==> config.mk <==
export PLATFORM = sky130hd
export DESIGN_NAME = spi_multi_cs_dac_if
export DESIGN_NICKNAME = d
export VERILOG_FILES = /design/src/rtl/spi_if_pkg.sv /design/src/rtl/sync_fifo.sv /design/src/rtl/spi_multi_cs_dac_if.sv
export SDC_FILE = /design/constraint.sdc
export NUM_CORES = 1
export LEC_CHECK = 0
export CAP_MARGIN = 20
export CORE_AREA = 2 2 155 309
export CTS_CLUSTER_SIZE = 40
export DETAILED_ROUTE_END_ITERATION = 16
export DIE_AREA = 0 0 157 311
export PLACE_DENSITY = 0.87
export SKIP_LAST_GASP = 1
export SYNTH_ARGS = -nofsm -noshare
export SYNTH_HDL_FRONTEND = slang
export SYNTH_HIERARCHICAL = 1
export SYNTH_SLANG_ARGS = --single-unit
==> constraint.sdc <==
create_clock -name OPB_CLK -period 4.6 [get_ports OPB_CLK]
set_input_delay 1.15 -clock OPB_CLK [delete_from_list [all_inputs] [get_ports OPB_CLK]]
set_output_delay 1.15 -clock OPB_CLK [all_outputs]
set_load 0.02 [all_outputs]
==> src/rtl/spi_if_pkg.sv <==
// ============================================================================
//  Module   : spi_if_pkg
//  Brief    : Shared encodings for the multi-CS SPI DAC/ADC interface.
//  Revision : 1.0 - initial release
// ============================================================================
`timescale 1ns/1ps
`default_nettype none

package spi_if_pkg;

    typedef enum logic [2:0] {
        ST_IDLE  = 3'd0,
        ST_SETUP = 3'd1,
        ST_SHIFT = 3'd2,
        ST_HOLD  = 3'd3,
        ST_GAP   = 3'd4
    } state_t;

    localparam logic [1:0] c_reg_cmd  = 2'd0;
    localparam logic [1:0] c_reg_ctrl = 2'd1;
    localparam logic [1:0] c_reg_stat = 2'd2;
    localparam logic [1:0] c_reg_rxd  = 2'd3;

    localparam int c_ctrl_cpol = 16;
    localparam int c_ctrl_cpha = 17;

    localparam int c_stat_busy   = 0;
    localparam int c_stat_rxv    = 1;
    localparam int c_stat_ovf    = 2;
    localparam int c_stat_cs_err = 3;

    localparam int c_cmd_rb     = 31;
    localparam int c_cmd_cs_lsb = 24;

endpackage

`default_nettype wire

==> src/rtl/sync_fifo.sv <==
// ============================================================================
//  Module   : sync_fifo
//  Brief    : Single-clock first-word-fall-through FIFO with occupancy count.
//  Revision : 1.0 - initial release
// ============================================================================
`timescale 1ns/1ps
`default_nettype none

module sync_fifo #(
    parameter int DW = 8,
    parameter int AW = 4
) (
    input  logic          clk,
    input  logic          rst,
    input  logic          i_wr_en,
    input  logic [DW-1:0] i_wr_data,
    input  logic          i_rd_en,
    output logic [DW-1:0] o_rd_data,
    output logic [AW:0]   o_count,
    output logic          o_full,
    output logic          o_empty
);

    localparam int c_depth = 2**AW;

    logic [DW-1:0] r_mem [c_depth];
    logic [AW-1:0] r_wr_ptr;
    logic [AW-1:0] r_rd_ptr;
    logic [AW:0]   r_count;
    logic          w_push;
    logic          w_pop;

    assign o_full    = (r_count == (AW+1)'(c_depth));
    assign o_empty   = (r_count == '0);
    assign o_count   = r_count;
    assign o_rd_data = r_mem[r_rd_ptr];
    assign w_push    = i_wr_en & ~o_full;
    assign w_pop     = i_rd_en & ~o_empty;

    always_ff @(posedge clk) begin
        if (w_push) begin
            r_mem[r_wr_ptr] <= i_wr_data;
        end
    end

    always_ff @(posedge clk or posedge rst) begin
        if (rst) begin
            r_wr_ptr <= '0;
            r_rd_ptr <= '0;
            r_count  <= '0;
        end else begin
            if (w_push) begin
                r_wr_ptr <= r_wr_ptr + 1'b1;
            end
            if (w_pop) begin
                r_rd_ptr <= r_rd_ptr + 1'b1;
            end
            case ({w_push, w_pop})
                2'b10:   r_count <= r_count + 1'b1;
                2'b01:   r_count <= r_count - 1'b1;
                default: r_count <= r_count;
            endcase
        end
    end

endmodule

`default_nettype wire

==> src/rtl/spi_multi_cs_dac_if.sv <==
// ============================================================================
//  Module   : spi_multi_cs_dac_if
//  Brief    : OPB-mapped SPI master with command FIFO, multiple chip selects,
//             runtime divider/CPOL/CPHA and read-back capture.
//  Revision : 1.0 - initial release
// ============================================================================
`timescale 1ns/1ps
`default_nettype none

module spi_multi_cs_dac_if
    import spi_if_pkg::*;
#(
    parameter int FRAME_W     = 24,
    parameter int NUM_CS      = 4,
    parameter int FIFO_AW     = 4,
    parameter int DIV_DEFAULT = 4
) (
    input  logic              OPB_CLK,
    input  logic              OPB_RST,
    input  logic [31:0]       OPB_ADDR,
    input  logic [31:0]       OPB_DI,
    input  logic              OPB_WE,
    input  logic              OPB_RE,
    output logic [31:0]       OPB_DO,
    output logic              SPI_SCLK,
    output logic              SPI_MOSI,
    output logic [NUM_CS-1:0] SPI_CS_N,
    input  logic              SPI_MISO
);

    localparam int              c_fifo_dw   = FRAME_W + 5;
    localparam int              c_ecw       = $clog2(2*FRAME_W);
    localparam logic [c_ecw-1:0] c_last_edge = c_ecw'(2*FRAME_W - 1);
    localparam logic [4:0]      c_num_cs    = 5'(NUM_CS);

    state_t               r_state;
    state_t               w_state_nxt;
    logic [15:0]          r_div;
    logic                 r_cpol;
    logic                 r_cpha;
    logic [15:0]          r_hp_cnt;
    logic [15:0]          r_sh_div;
    logic                 r_sh_cpha;
    logic                 r_sclk;
    logic                 r_rb;
    logic [3:0]           r_cs;
    logic [c_ecw-1:0]     r_edge_cnt;
    logic [FRAME_W-1:0]   r_tx;
    logic [FRAME_W-1:0]   r_rx;
    logic [FRAME_W-1:0]   r_rx_frame;
    logic                 r_rx_valid;
    logic                 r_ovf;
    logic                 r_cs_err;

    logic [1:0]           w_sel;
    logic                 w_wr_cmd;
    logic                 w_wr_ctrl;
    logic                 w_wr_stat;
    logic                 w_rd_rxd;
    logic                 w_push;
    logic                 w_pop;
    logic                 w_cs_ok;
    logic                 w_cs_bad;
    logic                 w_active;
    logic                 w_busy;
    logic                 w_hp_done;
    logic                 w_edge;
    logic                 w_lead;
    logic                 w_sample;
    logic                 w_shift;
    logic                 w_capture;
    logic [NUM_CS-1:0]    w_cs_dec;
    logic [c_fifo_dw-1:0] w_fifo_rd;
    logic [FIFO_AW:0]     w_fifo_cnt;
    logic                 w_fifo_full;
    logic                 w_fifo_empty;
    logic                 w_f_rb;
    logic [3:0]           w_f_cs;
    logic [FRAME_W-1:0]   w_f_frame;
    logic                 w_unused;

    assign w_sel     = OPB_ADDR[3:2];
    assign w_wr_cmd  = OPB_WE && (w_sel == c_reg_cmd);
    assign w_wr_ctrl = OPB_WE && (w_sel == c_reg_ctrl);
    assign w_wr_stat = OPB_WE && (w_sel == c_reg_stat);
    assign w_rd_rxd  = OPB_RE && (w_sel == c_reg_rxd);
    assign w_push    = w_wr_cmd & ~w_fifo_full;
    assign w_unused  = ^{OPB_ADDR[31:4], OPB_ADDR[1:0], OPB_DI};

    sync_fifo #(
        .DW (c_fifo_dw),
        .AW (FIFO_AW)
    ) u_cmd_fifo (
        .clk       (OPB_CLK),
        .rst       (OPB_RST),
        .i_wr_en   (w_push),
        .i_wr_data ({OPB_DI[c_cmd_rb], OPB_DI[c_cmd_cs_lsb +: 4], OPB_DI[FRAME_W-1:0]}),
        .i_rd_en   (w_pop),
        .o_rd_data (w_fifo_rd),
        .o_count   (w_fifo_cnt),
        .o_full    (w_fifo_full),
        .o_empty   (w_fifo_empty)
    );

    assign w_f_rb    = w_fifo_rd[FRAME_W+4];
    assign w_f_cs    = w_fifo_rd[FRAME_W+3:FRAME_W];
    assign w_f_frame = w_fifo_rd[FRAME_W-1:0];
    assign w_cs_ok   = ({1'b0, w_f_cs} < c_num_cs);
    assign w_cs_bad  = w_pop & ~w_cs_ok;

    assign w_active  = (r_state == ST_SETUP) || (r_state == ST_SHIFT) || (r_state == ST_HOLD);
    assign w_busy    = (r_state != ST_IDLE) || !w_fifo_empty;
    assign w_hp_done = (r_state != ST_IDLE) && (r_hp_cnt == r_sh_div);

    // Edge k of the frame opens SHIFT half-period k; even k are leading edges.
    // The SETUP->SHIFT transition is edge 0, so r_edge_cnt odd means the next edge is leading.
    assign w_edge    = w_hp_done && ((r_state == ST_SETUP) ||
                                     ((r_state == ST_SHIFT) && (r_edge_cnt != c_last_edge)));
    assign w_lead    = (r_state == ST_SETUP) || r_edge_cnt[0];
    assign w_sample  = w_edge && (w_lead ^ r_sh_cpha);
    // The MSB is already on MOSI from SETUP, so the first leading edge never shifts.
    assign w_shift   = w_edge && !w_sample && (r_state != ST_SETUP);
    assign w_capture = (r_state == ST_HOLD) && w_hp_done && r_rb;

    always_comb begin
        w_state_nxt = r_state;
        w_pop       = 1'b0;
        case (r_state)
            ST_IDLE: begin
                if (!w_fifo_empty) begin
                    w_pop = 1'b1;
                    if (w_cs_ok) begin
                        w_state_nxt = ST_SETUP;
                    end
                end
            end
            ST_SETUP: if (w_hp_done) w_state_nxt = ST_SHIFT;
            ST_SHIFT: if (w_hp_done && (r_edge_cnt == c_last_edge)) w_state_nxt = ST_HOLD;
            ST_HOLD:  if (w_hp_done) w_state_nxt = ST_GAP;
            ST_GAP:   if (w_hp_done) w_state_nxt = ST_IDLE;
            default:  w_state_nxt = ST_IDLE;
        endcase
    end

    always_ff @(posedge OPB_CLK or posedge OPB_RST) begin
        if (OPB_RST) begin
            r_state <= ST_IDLE;
        end else begin
            r_state <= w_state_nxt;
        end
    end

    always_ff @(posedge OPB_CLK or posedge OPB_RST) begin
        if (OPB_RST) begin
            r_hp_cnt   <= '0;
            r_edge_cnt <= '0;
            r_sh_div   <= 16'd1;
            r_sh_cpha  <= 1'b0;
            r_sclk     <= 1'b0;
            r_rb       <= 1'b0;
            r_cs       <= '0;
            r_tx       <= '0;
            r_rx       <= '0;
        end else begin
            if ((r_state == ST_IDLE) || w_hp_done) begin
                r_hp_cnt <= '0;
            end else begin
                r_hp_cnt <= r_hp_cnt + 1'b1;
            end

            if (r_state != ST_SHIFT) begin
                r_edge_cnt <= '0;
            end else if (w_hp_done) begin
                r_edge_cnt <= r_edge_cnt + 1'b1;
            end

            if (w_pop && w_cs_ok) begin
                r_tx      <= w_f_frame;
                r_cs      <= w_f_cs;
                r_rb      <= w_f_rb;
                r_sh_cpha <= r_cpha;
                r_sclk    <= r_cpol;
                r_sh_div  <= (r_div == '0) ? 16'd1 : r_div;
            end else begin
                if (w_edge) begin
                    r_sclk <= ~r_sclk;
                end
                if (w_shift) begin
                    r_tx <= {r_tx[FRAME_W-2:0], 1'b0};
                end
                if (w_sample) begin
                    r_rx <= {r_rx[FRAME_W-2:0], SPI_MISO};
                end
            end
        end
    end

    // Set events take priority over the clears in this block.
    always_ff @(posedge OPB_CLK or posedge OPB_RST) begin
        if (OPB_RST) begin
            r_div      <= 16'(DIV_DEFAULT);
            r_cpol     <= 1'b0;
            r_cpha     <= 1'b0;
            r_rx_frame <= '0;
            r_rx_valid <= 1'b0;
            r_ovf      <= 1'b0;
            r_cs_err   <= 1'b0;
        end else begin
            if (w_wr_ctrl) begin
                r_div  <= OPB_DI[15:0];
                r_cpol <= OPB_DI[c_ctrl_cpol];
                r_cpha <= OPB_DI[c_ctrl_cpha];
            end

            if (w_capture) begin
                r_rx_frame <= r_rx;
                r_rx_valid <= 1'b1;
            end else if (w_rd_rxd) begin
                r_rx_valid <= 1'b0;
            end

            if (w_wr_cmd && w_fifo_full) begin
                r_ovf <= 1'b1;
            end else if (w_wr_stat && OPB_DI[c_stat_ovf]) begin
                r_ovf <= 1'b0;
            end

            if (w_cs_bad) begin
                r_cs_err <= 1'b1;
            end else if (w_wr_stat && OPB_DI[c_stat_cs_err]) begin
                r_cs_err <= 1'b0;
            end
        end
    end

    assign w_cs_dec = NUM_CS'(1) << r_cs;
    assign SPI_CS_N = w_active ? ~w_cs_dec : '1;
    assign SPI_MOSI = w_active ? r_tx[FRAME_W-1] : 1'b0;
    // While idle SCLK follows the live CPOL so the bus parks at the programmed level.
    assign SPI_SCLK = (r_state == ST_IDLE) ? r_cpol : r_sclk;

    always_comb begin
        OPB_DO = '0;
        case (w_sel)
            c_reg_ctrl: OPB_DO = {14'd0, r_cpha, r_cpol, r_div};
            c_reg_stat: OPB_DO = {16'd0, 8'(w_fifo_cnt), 4'd0, r_cs_err, r_ovf, r_rx_valid, w_busy};
            c_reg_rxd:  OPB_DO = 32'(r_rx_frame);
            default:    OPB_DO = '0;
        endcase
    end

endmodule

`default_nettype wire

# [Word level (Yosys, flattened, before mapping)]
# Memory sizes are Yosys's and may differ from the RTL's.
# Cells that the tools add are included.
[classes] eq_ne=21 magnitude_cmp=1 mux=30 n_mul=0 n_bitwise=11 addsub=6 n_reduce_logical=39 div=0 shift=1
[ops] cell="$pmux 24 s3" count=1
[ops] cell="$mux 24" count=2
[ops] cell="$mux 16" count=2
[ops] cell="$mux 3" count=6
[ops] cell="$logic_and 1x1->1" count=17
[ops] cell="$add 16x1->16 const B" count=1
[ops] cell="$eq 16x16->1" count=1
[ops] cell="$logic_not 16->1" count=1
[ops] cell="$pmux 3 s5" count=1
[ops] cell="$mux 1" count=14
[ops] cell="$reduce_bool 2->1" count=7
[ops] cell="$mux 6" count=2
[ops] cell="$ne 2x2->1 const B" count=5
[ops] cell="$pmux 5 s2" count=1
[ops] cell="$add 4x1->4 const B" count=2
[ops] cell="$add 6x1->6 const B" count=1
[ops] cell="$eq 2x2->1 const B" count=3
[ops] cell="$eq 3x2->1 const B" count=2
[ops] cell="$eq 6x6->1 const B" count=1
[ops] cell="$logic_or 1x1->1" count=6
[ops] cell="$ne 6x6->1 const B" count=1
[ops] cell="$reduce_and 6->1" count=1
[ops] cell="$add 5x1->5 const B" count=1
[ops] cell="$eq 5x5->1 const B" count=1
[ops] cell="20 further kinds" count=29
[word_totals] input_bits=69 wordCells=130 reg_bits=154 ramBits=464 rom_bits=0 n_memories=1 output_inout_bits=38 latch_bits=0
[mem_list] memory="u_cmd_fifo.r_mem" depth=16 width=29 read_ports=1 rd_clocked_by_memory_dff=0 wr=1 line="sync_fifo.sv:26" text="logic [DW-1:0] r_mem [c_depth];"

# [Logic depth before layout (Yosys ltp)]
# Gate-level depths: netlist (run 1).
[depth] ltp_word=10 mapped_depth=15 depth_no_buf=14

# [Modules after synthesis]
# Netlist (run 1), hierarchy kept.
[modules_own_cells] mod="sync_fifo" cells_per_inst=928 instances=1 area_per_inst_um2=18645.4
[modules_own_cells] mod="spi_multi_cs_dac_if" cells_per_inst=601 instances=1 area_per_inst_um2=6665.1

# [Worst setup path before layout (run 1)]
# OpenSTA, ideal clock, no wires.
[synth_path] kind="input to register" startpoint="in OPB_ADDR[2]" endpoint="mem u_cmd_fifo/r_mem[0][0] in the netlist's numbering, enable pin" required_ns=4.149 stages=7 arrival_ns=3.987 n_path_buf=2 slack_ns=0.162 cell_sequence="clkbuf_1 > nand2b_1 > nor3_1 > and2_1 > buf_2 > nand2_1 > nor3_1"
[synth_via] elab_chain_cells=6
[synth_rtl] item="from (decl)" line="spi_multi_cs_dac_if.sv:20" text="input logic [31:0] OPB_ADDR,"
[synth_rtl] item="$logic_not 2->1" line="spi_multi_cs_dac_if.sv:83" text="assign w_wr_cmd = OPB_WE && (w_sel == c_reg_cmd);"
[synth_rtl] item="$logic_and 1x1->1" line="spi_multi_cs_dac_if.sv:83"
[synth_rtl] item="$and 1x1->1" line="spi_multi_cs_dac_if.sv:87" text="assign w_push = w_wr_cmd & ~w_fifo_full;"
[synth_rtl] item="named net w_push" line="spi_multi_cs_dac_if.sv:60" text="logic w_push;"
[synth_rtl] item="$and 1x1->1" line="sync_fifo.sv:37" text="assign w_push = i_wr_en & ~o_full;"
[synth_rtl] item="$mux 1" line="sync_fifo.sv:41" text="if (w_push) begin"
[synth_rtl] item="$mux 1 (not written as such)" line="sync_fifo.sv:42" text="r_mem[r_wr_ptr] <= i_wr_data;"
[synth_rtl] item="to (decl)" line="sync_fifo.sv:26"
# The timed path passes the listed nets, and every way through them passes these cells.

# [Final worst setup path (run 1)]
[layout_path] startpoint="in OPB_ADDR[2]" endpoint="out OPB_DO[3]"
[layout_via] elab_chain_cells=2 elab_cells_between_ends=4 classes_between="eq/ne: 3; mux: 1"
[layout_rtl] item="$eq 2x2->1 or $eq 2x1->1 (tied branches)" line="spi_multi_cs_dac_if.sv:244" text="case (w_sel)"
[layout_rtl] item="$pmux 24 s3 *" line="spi_multi_cs_dac_if.sv:244"
[layout_rtl] item="to (decl)" line="spi_multi_cs_dac_if.sv:24" text="output logic [31:0] OPB_DO,"
# Mark *: on every way between the ends. The rest lies on a longest branch, timed or not.

==> key figures, run 1 <==
Power
  – Combinational share of power: 0.286
  – IR Drop Worst-Case VDD: 0.868 mV
  – Sum of internal, switching and leakage power: 16.1 mW
  – Switching power total: 5.28 mW
  – P_int: 10.8 mW
  – Proportion of power drawn by flip-flops and latches: 0.429
  – Switching part of the total: 0.328
  – PwrDens: 565 nW/um2
  – Standby leakage power: 10.5 nW
  – Clock share of power: 0.285

Clock network
  – CTS hold repair buffers: 0
  – Clock latency of the later-clocked register in the worst-skew pair: 0.61 ns
  – Clock tree from TritonCTS: built
  – Number of H-tree levels: 2
  – Clock tree buffer depth: 3
  – Clock slew at the register clock pins of the worst setup and hold paths: 0.06 ns
  – Quantity of gates resized following cts: 0
  – # Post-CTS Setup Buffers: 0
  – Clock buffer count from CTS: 52
  – Sink Count: 618
  – CTS root buffer: clkbuf_16

GRT
  – Number of antenna violations at the first check in global routing: 1
  – Global Route Usage Sum: 0.248
  – Number of global-route vias before repair: 15,100
  – Maximum number of pins on one net before global-route repair: 124
  – Sum of overflow across all layers after global routing: 0
  – First-pass GRT wire length: 90,700 um

Synth
  – YS warnings: 6
  – Top cells by area in the synthesized netlist: edfxtp_1 (55%), dfrtp_1 (15%), mux2i_1 (5.0%)
  – Synth Flop Type: edfxtp_1
  – Post-synth top area share: 0.550
  – Synthesized flop and latch total: 618
  – Syn Std Cell Area: 25,300 um2
  – Post-Synthesis Cells: 1,529
  – Async S/R FF share, synth: 0.249
  – Unique masters post-synth: 58
  – Count of flip-flops with a built-in enable after synthesis: 464
  – Library cell occupying the most area in the post-synthesis netlist: edfxtp_1
  – Synth Area per Inst: 16.6 um2
  – Sequential share of the synthesized area: 0.703

Cells and area
  – Fill cell instance count of the final layout: 3,040
  – Area overhead of the layout relative to synthesis: 12.8%
  – Multi-input gate area in the final layout: 7050 um2
  – Final Net Count: 1,682
  – Footprint of the flip-flops and latches: 17,800 um2
  – Fraction of final layout cells with drive strength greater than 1: 0.182

Critical path
  – Crit path arrival time: 3.14 ns
  – Crit path max fanout: 10
  – Data required time of the worst path: 3.45 ns
  – CP startpoint: OPB_ADDR[2]
  – Worst Setup Path Type: in -> out
  – Endpoint of the worst setup timing path: OPB_DO[3]
  – Critical Path Source Type: input pin
  – Cells traversed along the worst timing path: clkdlybuf4s50_1 > nor2b_1 > a22o_1 > clkdlybuf4s50_1
  – Critical register-to-register path startpoint: r_state[2]$_DFFE_PP0P_
  – Longest individual stage delay on the worst path: 0.63 ns
  – Cell depth of the worst flop-to-flop path: 11
  – Crit. End Element: primary output
  – R2R setup slack: 0.76 ns
  – Slowest stage cell, crit path: clkdlybuf4s50_1
  – R2r endpoint: u_cmd_fifo/o_count[4]$_DFFE_PP0P_
  – Most numerous cell on the critical path: clkdlybuf4s50_1

STA
  – Setup Total Neg Slack: 0 ns
  – Portion of the clock cycle consumed by the worst path in the final layout: 0.933
  – Final hold vios: 0
  – Worst slew margin relative to its limit: 0.331
  – RSZ-0062 raised after global routing: no
  – Time the final worst path needs with I/O delays and setup: 4.29 ns
  – Transition time at the pin with the least slew margin: 1.00 ns
  – Clock Skews: 0.0243 ns
  – Max-slew violation count: 0
  – Peak Freq: 233 MHz
  – Setup violations, final: 0

Detailed routing
  – Vias: 14,600
  – Average via count per standard cell: 6.41
  – Number of remaining DRC errors: 0
  – Violation count after the first detailed-routing iteration: 1,527
  – DRT Pass-1 Iters: 5
  – DRT antenna net count: 0
  – Routed wirelength normalized by instance count: 26.5 um
  – Wire length reported by the detailed router: 60,200 um

Floorplanning
  – I/O pins: 107
  – Starting density of the core: 0.546
  – Total Die Area: 48,800 um2
  – Floorplan core area: 46,400 um2
  – X dimension of the die: 157 um
  – Chip height: 311 um
  – Number of placement rows: 112

Place
  – Post-DP HPWL: 33,700 um
  – IO buf count: 65
  – Routability-driven placement congestion ratio: 0.800

Hold path
  – HP Class: reg -> reg

Status
  – Status: completed

Flow run
  – Max_cap viols: 0
-- layout by cell type, fill, tap and decap left out, types with 20 or more instances in the layout --
cell             synthesis  layout
edfxtp_1               464     464
dfrtp_1                152     150
mux2i_1                126     126
nand2_1                119     119
clkdlybuf4s50_1          0      65
mux2_2                  56      56
o21ai_0                 55      55
clkbuf_16                0      54
mux4_2                  54      54
a221oi_1                48      48
nor2_1                  54      41
buf_4                   11      33
a22oi_1                 29      29
xor2_1                  27      27
a21oi_1                 26      26
mux2_4                  20      20
-- layout make-up --
| type | count | share of cell area |
|---|---|---|
| clock buffer | 67 | 0.0508 |
| inverter | 16 | 0.00223 |
| timing repair buffer | 106 | 0.0371 |
| sequential | 618 | 0.623 |
| clock inverter | 30 | 0.0121 |
| antenna | 1 | 0.0000876 |
| tap | 627 | 0.0275 |
| multi-input combinational | 807 | 0.247 |
-- power groups by stage --
stage,registers [mW],logic (mW),clock network (mW)
global route,6.96,4.87,4.82
finish,6.92,4.61,4.59
floorplan,6.74,3.42,0
detailed placement,7.00,4.42,0
CTS,6.90,4.55,4.63
global placement,6.97,4.23,0
-- metrics by stage --
stage	instance area, um2	utilization	cells	hold WS [ns]	setup slack (ns)
after floorplan	25300	-	1536	0.447	0.162
after global placement	26700	0.576	2173	0.460	0.369
after detailed placement	26700	0.576	2173	0.473	0.330
after CTS	28500	0.615	2270	0.487	0.331
after global routing	28500	0.616	2271	0.505	0.196
final	28600	0.616	2272	0.489	0.308
-- how the worst min path moves through the flow --
| stage | slack [ns] | depth (start not counted) | from | endpoint |
|---|---|---|---|---|
| 6_report | 0.49 | 1 | r_rx_valid$_DFFE_PP0P_ | r_rx_valid$_DFFE_PP0P_ |
| 5_1_grt | 0.50 | 1 | r_rx_valid$_DFFE_PP0P_ | r_rx_valid$_DFFE_PP0P_ |
| 4_1_cts | 0.49 | 1 | r_rx_valid$_DFFE_PP0P_ | r_rx_valid$_DFFE_PP0P_ |
| 3_5_place_dp | 0.47 | 1 | r_rx_valid$_DFFE_PP0P_ | r_rx_valid$_DFFE_PP0P_ |
| 3_3_place_gp | 0.46 | 1 | r_rx_valid$_DFFE_PP0P_ | r_rx_valid$_DFFE_PP0P_ |
| 2_1_floorplan | 0.45 | 2 | r_rb$_DFFE_PP0P_ | r_rb$_DFFE_PP0P_ |
-- metal layers --
metal / GRT usage / wire [um]
met2: 0.413 / 30500
met4: 0.121 / 3130
met1: 0.313 / 21500
met3: 0.0439 / 5090
met5: 0 / 0
-- Yosys cell counts (27+ instances only) --
library cell and number:
mux4_2 54, a22oi_1 29, mux2_2 56, clkbuf_1 45, nor2_1 54, a221oi_1 48, xor2_1 27, o21ai_0 55
dfrtp_1 152, nand2_1 119, edfxtp_1 464, mux2i_1 126
-- cells by family (layout without fill, tap and decap cells) --
kind of cell | count (synthesis) | count (layout) | synth area share
adders and majority gates | 12 | 12 | 0.00623
AOI/OAI and AO/OA | 211 | 211 | 0.0609
other | 1 | 9 | 0.000148
muxes | 260 | 260 | 0.139
buffers and inverters | 111 | 219 | 0.0247
DFF | 618 | 618 | 0.703
xor gates and xnor gates | 42 | 42 | 0.0145
and+or+nand+nor | 274 | 274 | 0.0519
-- worst max-delay path: cells and delay by family --
family	cells	cell delay, ns
buf+inv	2	1.22
simple gates	1	0.52
compound gates	1	0.25
-- state kept, by name, summed over array words and instances, names as in the netlist, 3 cells and up --
register / flops
r_cs: 4
r_tx: 24
u_cmd_fifo/o_count: 5
r_div: 16
u_cmd_fifo/r_rd_ptr: 4
u_cmd_fifo/r_mem: 464
r_hp_cnt: 16
r_sh_div: 16
r_state: 3
r_rx: 24
u_cmd_fifo/r_wr_ptr: 4
r_edge_cnt: 6
r_rx_frame: 24
Note: power is estimated with default switching activity, not from simulation.
==> inputs of run 2 (changes only) <==
Settings changed: CAP_MARGIN 20 to default.
==> run 2 against run 1 <==
Compared with the run above: combinational power about the same; register-to-register slack improved by 0.04 ns; die area stayed put; worst hold slack got worse by 0.0013 ns.
==> key figures, run 2 (synthesized netlist as in run 1, its figures left out) <==
Critical path
  – Crit path max fanout: 10
  – Crit. End Element: primary output
  – Cells traversed along the worst timing path: clkdlybuf4s50_1 > nor2b_1 > a22o_1 > clkdlybuf4s50_1
  – Data required time of the worst path: 3.45 ns
  – Crit path arrival time: 3.14 ns
  – Bufs and invs on worst path: 2
  – Most numerous cell on the critical path: clkdlybuf4s50_1
  – Longest individual stage delay on the worst path: 0.63 ns
  – Dominant delay contributor by cell family on the critical path: buffers and inverters
  – Worst Setup Path Type: in -> out
  – Critical Path Source Type: input pin
  – Slowest stage cell, crit path: clkdlybuf4s50_1

Cells and area
  – Largest register FFs: 464
  – Final Net Count: 1,681
  – Register containing the most flip-flops in the final layout: u_cmd_fifo/r_mem
  – Fraction of final layout cells with drive strength greater than 1: 0.181
  – Most common cell after layout, fill and taps aside: edfxtp_1
  – Post-layout util: 0.615
  – Area overhead of the layout relative to synthesis: 12.7%
  – Most frequent cells in the layout: edfxtp_1 (464), dfrtp_1 (150), mux2i_1 (126)

STA
  – Time the final worst path needs with I/O delays and setup: 4.29 ns
  – Final hold vios: 0
  – Worst slew margin relative to its limit: 0.277
  – Portion of the clock cycle consumed by the worst path in the final layout: 0.932
  – Clock Skews: 0.0257 ns
  – Max-slew violation count: 0
  – Peak Freq: 233 MHz
  – RSZ-0062 raised after global routing: no
  – Transition time at the pin with the least slew margin: 1.09 ns
  – Setup Total Neg Slack: 0 ns
  – Smallest setup slack after layout: 0.312 ns
  – Setup violations, final: 0

Floorplanning
  – Floorplan core area: 46,400 um2
  – Total Die Area: 48,800 um2
  – Chip height: 311 um
  – Number of placement rows: 112
  – Starting density of the core: 0.546
  – X dimension of the die: 157 um
  – I/O pins: 107

Clock network
  – Clock tree from TritonCTS: built
  – # Post-CTS Setup Buffers: 0
  – CTS root buffer: clkbuf_16
  – Clock tree buffer depth: 3
  – Clock buffer count from CTS: 52
  – Number of H-tree levels: 2
  – CTS hold repair buffers: 0
  – Sink Count: 618
  – Quantity of gates resized following cts: 0
  – Clock latency of the later-clocked register in the worst-skew pair: 0.61 ns
  – Clock slew at the register clock pins of the worst setup and hold paths: 0.06 ns

GRT
  – Sum of overflow across all layers after global routing: 0
  – Layer carrying the most global-route usage: met2
  – Number of antenna violations at the first check in global routing: 1
  – Met2 routing resource usage after global routing: 0.413
  – Number of global-route vias before repair: 15,100
  – Global routing usage on met3: 0.0439
  – First-pass GRT wire length: 90,700 um
  – Global Route Usage Sum: 0.248
  – Global routing usage on met1: 0.313
  – Maximum number of pins on one net before global-route repair: 124

Power
  – Standby leakage power: 10.5 nW
  – IR Drop Worst-Case VDD: 0.860 mV
  – PwrDens: 565 nW/um2

Flow run
  – Max_cap viols: 0

Detailed routing
  – Wire length reported by the detailed router: 60,200 um
  – Number of remaining DRC errors: 0
  – DRT antenna net count: 0
  – DRT Pass-1 Iters: 5
  – Routed wirelength normalized by instance count: 26.5 um
  – Vias: 14,600
  – Average via count per standard cell: 6.42
  – Violation count after the first detailed-routing iteration: 1,532

Place
  – Pre-CTS setup slack: 0.330 ns
  – IO buf count: 65
  – Post-DP HPWL: 33,700 um
  – Routability-driven placement congestion ratio: 0.800

Hold path
  – HP Class: reg -> reg

Status
  – Status: completed
run 2: cell types whose count changed in the layout (fill, tap and decap cells not counted), sizes merged:
cell / delta
buf: -1
run 2: worst register-to-register path, delay by kind of cell, from the launching register on:
kind            cells  cell delay (ns)
simple gates        6             1.97
fa+ha+maj           2             0.79
flops               1             0.53
compound gates      1             0.16
xor+xnor            1             0.13
buf+inv             1             0.12
run 2: final cells by class:
class / count / area, um2
diodes: 1 / 2.50
multi-input cells: 807 / 7050
repair buffers: 105 / 1040
clock inverters: 30 / 347
inverters: 16 / 63.8
well taps: 627 / 785
clock buffers: 67 / 1450
flip-flops and latches: 618 / 17800
fillers: 3044 / 17900
run 2: where the power goes:
group / internal (mW) / switching (mW)
combinational: 1.82 / 2.78
clock: 2.59 / 2.01
sequential: 6.43 / 0.487
run 2: final timing paths:
path | startpoint | cells past startpoint | to | slack [ns]
setup / recovery | OPB_ADDR[2] | 4 | OPB_DO[3] | 0.31
hold / removal | r_rx_valid$_DFFE_PP0P_ | 1 | r_rx_valid$_DFFE_PP0P_ | 0.49
setup reg to reg | r_state[2]$_DFFE_PP0P_ | 11 | u_cmd_fifo/o_count[4]$_DFFE_PP0P_ | 0.80
hold reg to reg | r_rx_valid$_DFFE_PP0P_ | 1 | r_rx_valid$_DFFE_PP0P_ | 0.49
max in group asynchronous | OPB_RST | 3 | r_sh_div[9]$_DFFE_PP0P_ | 2.55
min in group asynchronous | OPB_RST | 2 | u_cmd_fifo/r_rd_ptr[0]$_DFFE_PP0P_ | 1.00
run 2: per-layer routing:
metal  wire length (um)  part of all wire
met1              21300              0.35
met2              30600              0.51
met3               5190             0.086
met4               3130             0.052
met5                  0                 0
run 2: stage by stage:
stage | instances | instance area [um2] | power, mW | hold slack, ns
2_1_floorplan | 1536 | 25300 | 10.2 | 0.447
3_3_place_gp | 2173 | 26700 | 11.2 | 0.460
3_5_place_dp | 2173 | 26700 | 11.4 | 0.473
4_1_cts | 2270 | 28500 | 16.1 | 0.487
5_1_grt | 2270 | 28500 | 16.6 | 0.505
6_report | 2271 | 28500 | 16.1 | 0.487
